File: config.mk
export PLATFORM = sky130hd
export DESIGN_NAME = mem_dump_reader
export DESIGN_NICKNAME = d
export VERILOG_FILES = /design/src/rtl/mem_dump_reader_pkg.sv /design/src/rtl/mem_dump_reader.sv
export SDC_FILE = /design/constraint.sdc
export NUM_CORES = 1
export LEC_CHECK = 0
export CELL_PAD_IN_SITES_DETAIL_PLACEMENT = 0
export CELL_PAD_IN_SITES_GLOBAL_PLACEMENT = 1
export CORE_ASPECT_RATIO = 1.4
export CORE_MARGIN = 2
export CORE_UTILIZATION = 36
export CTS_CLUSTER_SIZE = 20
export DETAILED_ROUTE_END_ITERATION = 16
export GPL_TIMING_DRIVEN = 0
export PLACE_DENSITY = 0.79
export SETUP_SLACK_MARGIN = 0.05
export SKIP_CTS_REPAIR_TIMING = 1
export SLEW_MARGIN = 20
export SYNTH_ARGS = -nofsm -noshare
export SYNTH_HDL_FRONTEND = slang
export SYNTH_SLANG_ARGS = --single-unit
export TNS_END_PERCENT = 30
File: constraint.sdc
create_clock -name clk -period 2.7 [get_ports clk]
set_clock_uncertainty 0.15 [all_clocks]
set_input_delay 0.54 -clock clk [delete_from_list [all_inputs] [get_ports clk]]
set_output_delay 0.54 -clock clk [all_outputs]
set_load 0.005 [all_outputs]
File: src/rtl/mem_dump_reader_pkg.sv
// Shared definitions for the memory dump reader.
//   state_t     : controller state encoding (IDLE, FETCH, SEND, DONE)
//   WORD_BYTES  : byte stride between consecutive dumped words
//   word_align  : clears the byte-offset bits of an address
package mem_dump_reader_pkg;

  typedef enum logic [1:0] {
    IDLE  = 2'd0,
    FETCH = 2'd1,
    SEND  = 2'd2,
    DONE  = 2'd3
  } state_t;

  localparam logic [31:0] WORD_BYTES = 32'd4;

  function automatic logic [31:0] word_align(input logic [31:0] a);
    return {a[31:2], 2'b00};
  endfunction

endpackage

File: src/rtl/mem_dump_reader.sv
// Memory dump reader: walks word_count consecutive 32-bit words of data
// memory starting at base_adr and streams them out as valid/ready beats.
// Shares the data-memory read port with the CPU; the port address is only
// driven (non-zero) while a word is being fetched.
//
// Ports
//   clk, reset      : clock, asynchronous active-low reset
//   start, abort    : begin a dump (idle only) / terminate a dump in flight
//   base_adr        : byte start address (low two bits ignored)
//   word_count      : number of words to dump (0 = complete immediately)
//   Rd_DataAdr      : read address to data memory
//   Rd_ReadData     : combinational read data for Rd_DataAdr
//   out_valid/out_ready/out_data/out_adr/out_last : output beat stream
//   busy            : high whenever the controller is not idle
//   done            : one-cycle pulse after a dump completes normally
module mem_dump_reader
  import mem_dump_reader_pkg::*;
#(
  parameter int CNT_W = 16
) (
  input  logic             clk,
  input  logic             reset,
  input  logic             start,
  input  logic             abort,
  input  logic [31:0]      base_adr,
  input  logic [CNT_W-1:0] word_count,
  output logic [31:0]      Rd_DataAdr,
  input  logic [31:0]      Rd_ReadData,
  output logic             out_valid,
  input  logic             out_ready,
  output logic [31:0]      out_data,
  output logic [31:0]      out_adr,
  output logic             out_last,
  output logic             busy,
  output logic             done
);

  state_t           state;
  logic [31:0]      adr;
  logic [CNT_W-1:0] remaining;

  // The read port is shared with the CPU, so keep it at zero unless fetching.
  assign Rd_DataAdr = (state == FETCH) ? adr : 32'h0;

  always_ff @(posedge clk or negedge reset) begin
    if (!reset) begin
      state     <= IDLE;
      adr       <= 32'h0;
      remaining <= '0;
      out_valid <= 1'b0;
      out_data  <= 32'h0;
      out_adr   <= 32'h0;
      out_last  <= 1'b0;
      busy      <= 1'b0;
      done      <= 1'b0;
    end else begin
      done <= 1'b0;
      case (state)
        IDLE: begin
          if (start) begin
            busy <= 1'b1;
            if (word_count != '0) begin
              adr       <= word_align(base_adr);
              remaining <= word_count;
              state     <= FETCH;
            end else begin
              state <= DONE;
            end
          end
        end

        FETCH: begin
          if (abort) begin
            busy  <= 1'b0;
            state <= IDLE;
          end else begin
            out_data  <= Rd_ReadData;
            out_adr   <= adr;
            out_last  <= (remaining == CNT_W'(1));
            out_valid <= 1'b1;
            state     <= SEND;
          end
        end

        SEND: begin
          // Abort wins over a handshake in the same cycle.
          if (abort) begin
            out_valid <= 1'b0;
            out_last  <= 1'b0;
            busy      <= 1'b0;
            state     <= IDLE;
          end else if (out_ready) begin
            out_valid <= 1'b0;
            out_last  <= 1'b0;
            if (remaining == CNT_W'(1)) begin
              state <= DONE;
            end else begin
              adr       <= adr + WORD_BYTES;  // wraps modulo 2^32
              remaining <= remaining - CNT_W'(1);
              state     <= FETCH;
            end
          end
        end

        DONE: begin
          // done is registered, so it is visible in the first idle cycle.
          done  <= 1'b1;
          busy  <= 1'b0;
          state <= IDLE;
        end

        default: state <= IDLE;
      endcase
    end
  end

endmodule

==> flow_metrics.tcl <==
set metrics [dict create \
    cts_max_level 4 \
    critPathMaxFanout 10 \
    nets 902 \
    top_layer "met4" \
    globalRouteOverflowTotal 0 \
    drc 0 \
    grt_setup_unrepaired "true" \
    yosysWarningCount 0 \
    die_h_um 160 \
    wl_per_cell_um 21.3 \
    vdd.ir_drop.worst_mv 0.677 \
    dpl-instance-area_sq_mm 0.00829 \
    firstDrtPassIters 5 \
    clk_latency_ps 420 \
    drt-total-wl_mm 21.9 \
    drt_iter0_drc 399 \
    dp_hpwl_mm 16.0 \
    cts_buffer_depth 2 \
    final_util 0.540 \
    routabilityCongestion 0.906 \
    endpoint_kind "output port" \
    cts_tree "yes" \
    critPathMaxStageDelay_ps 520 \
    ys_seq_area_frac 0.458 \
    crit_path_start_kind "register" \
    crit_arrival_ps 2010 \
    die_w_um 115 \
    slew_headroom 0.562 \
    dieArea_sq_mm 0.0184 \
    synth_area_per_cell_sq_um 10.3 \
    antenna_found_initial 0 \
    fillers 1541 \
    cp.required_ps 2010 \
    numCtsBuffers 17 \
    wl_met2_mm 11.8 \
    violations "negative setup slack" \
    fin_ws_ps -1.76 \
    final_cells 1026 \
    cts_sinks 114 \
    slew_viol_final 0 \
    synth_top_area_share 0.458 \
    leakagePower_nw 3.70 \
    fp-row-count 56 \
    drtAntennaViolNets 0 \
    powerDensity_mw_per_mm2 1220 \
    drive_above_1_share 0.205 \
    fin_area_sq_mm 0.00908 \
    dp.cells 991 \
    grt_pass1_wl_mm 33.5 \
    tns_ps -1.76 \
    core_sq_mm 0.0168 \
    num_io_pins 185 \
    worstPathCellList "inv_2, ha_4, buf_4, and2_1, clkdlybuf4s50_1" \
    p_total_w 0.0111 \
    synthCells 607 \
    ys_top_cells_by_area "dfrtp_1, mux2_2, and2_1" \
    detailroute.via_count 5894 \
    status "finished with violations" \
    setup.worst_path.class "register to output port" \
    track_usage 0.239 \
    fmax_ghz 0.370 \
    regArea_sq_mm 0.00285 \
    finalCritPeriodShare 1.00 \
    area_delta_synth_final_pct 45.9 \
    met3RoutedLength_mm 1.32 \
    wl_met1_mm 8.18 \
    synth-seq-cells 114 \
    synth_edf_count 0 \
    grt_pass1_vias 5967 \
    grt_max_degree 66 \
    ys_types 68 \
    syn_area_sq_mm 0.00622 \
    async_flop_share 1.00 \
    multi_input_area_sq_mm 0.00318 \
    synth_top_area_cell "dfrtp_1" \
    period_needed_ps 2700 \
    worst_hold_path_type "register to register" \
    root_buffer "clkbuf_16" \
    start_util 0.370 \
    tightest_slew_ps 657 \
    r2r_cells 9 \
    n_antenna_cell 0 \
    hold_viol_final 0 \
    final-setup-viol-count 1 \
    viasPerCell 5.74 \
    maxCapViolations 0 \
    synth_flop_cell "dfrtp_1" \
    holdPathStages 2 \
    portBuffers 177 \
    cp_slowest_cell "clkdlybuf4s50_1" \
    path_clk_slew_ps 60 \
]
[layer usage]
| layer | track usage | vias up |
|---|---|---|
| met2 | 0.420 | 246 |
| met3 | 0.0495 | 41 |
| met5 | 0 | - |
| met4 | 0.0969 | 0 |
| met1 | 0.280 | 2922 |
| li1 | - | 2685 |
[path summary, 6_finish.rpt]
kind | startpoint | endpoint | slack [ps]
min in group asynchronous | reset | out_data[5]$_DFFE_PN0P_ | 480
max in group asynchronous | reset | out_adr[23]$_DFFE_PN0P_ | 1180
min reg2reg | out_valid$_DFFE_PN0P_ | out_valid$_DFFE_PN0P_ | 350
max | state[1]$_DFFE_PN0P_ | Rd_DataAdr[20] | -2
min | out_valid$_DFFE_PN0P_ | out_valid$_DFFE_PN0P_ | 350
max reg2reg | state[0]$_DFFE_PN0P_ | adr[27]$_DFFE_PN0P_ | 110
[layout make-up]
cell class	count	share of cell area
buffer	47	0.0311
multi-input combinational	438	0.350
inverter	10	0.00413
sequential	114	0.314
clock buffer	18	0.0484
tap	203	0.0280
clock inverter	14	0.0196
timing repair buffer	182	0.205
[sequential cells by signal (all words and copies together), names as in the netlist]
| name | cells |
|---|---|
| adr | 30 |
| busy | 1 |
| done | 1 |
| out_adr | 30 |
| out_data | 32 |
| out_last | 1 |
| out_valid | 1 |
| remaining | 16 |
| state | 2 |
[critical path, delay by kind of cell, from the launching register on]
family,cells,cell delay (ps)
adder cells (fa/ha/maj),1,200
flip-flops,1,420
buffers and inverters,3,790
AND/OR/NAND/NOR,1,180
[synthesized netlist by cell type, types with 2 or more instances]
master and count:
dfrtp_1 114, mux2_2 62, a21oi_1 37, clkbuf_1 34
and2_1 32, nand2_1 31, nor2_1 31, a211oi_1 23
o31ai_1 21, nor3_1 17, nand3_1 15, nand4_1 13
a31oi_1 10, nor4_1 10, o21ai_0 10, inv_1 9
o21ai_1 9, and3_1 7, ha_1 7, nand2b_1 7
or3_1 7, o22ai_1 6, or2_2 6, a31o_2 5
and4_1 5, buf_4 5, a2bb2oi_1 4, o32ai_1 4
or4_1 4, a21o_1 3, a221o_1 3, buf_2 3
buf_6 3, nor2b_1 3, o21a_1 3, o41ai_1 3
a211o_1 2, a31o_1 2, a32o_1 2, a41o_1 2
and2_2 2, clkbuf_8 2, nor4b_1 2, o21ai_4 2
o22a_1 2
[placed cells by master, fill, tap and decap left out, types with 10 or more instances in the layout]
| cell type | netlist | routed |
|---|---|---|
| nor3_1 | 17 | 16 |
| mux2_2 | 62 | 62 |
| a21oi_1 | 37 | 36 |
| a31oi_1 | 10 | 10 |
| clkbuf_16 | 0 | 17 |
| clkbuf_1 | 34 | 13 |
| nand2_1 | 31 | 31 |
| nor2_1 | 31 | 30 |
| o21ai_0 | 10 | 10 |
| dlymetal6s2s_1 | 0 | 11 |
| dfrtp_1 | 114 | 114 |
| nand4_1 | 13 | 13 |
| clkdlybuf4s50_1 | 0 | 165 |
| clkbuf_2 | 0 | 13 |
| buf_4 | 5 | 10 |
| nand3_1 | 15 | 15 |
| and2_1 | 32 | 32 |
| a211oi_1 | 23 | 23 |
| o31ai_1 | 21 | 21 |
[per-stage QoR]
stage	worst slack [ps]	hold WS, ps
floorplan	348	94.4
global placement	-3660	328
detailed placement	-1080	337
CTS	-668	-64.8
global route	-46.9	364
finish	-1.76	351
[cells by family (layout without fill, tap and decap cells)]
group                    Yosys count  count (layout)  synth area share
AO/OA/AOI/OAI                    163             163             0.185
adder cells (fa/ha/maj)            7               7            0.0141
buffers and inverters             58             271            0.0460
flip-flops                       114             114             0.458
multiplexers                      63              63             0.114
other                              1               4          0.000603
AND/OR/NAND/NOR                  201             201             0.182
[report_power, final]
group / switching, W / internal (W) / total (W) / leakage [nW]
Combinational: 0.00240 / 0.00284 / 0.00524 / 2.09
Clock: 0.000864 / 0.00148 / 0.00235 / 0.290
Sequential: 0.000894 / 0.00257 / 0.00347 / 1.32
Total: 0.00416 / 0.00689 / 0.0111 / 3.70
(Power assumes the default switching activity.)
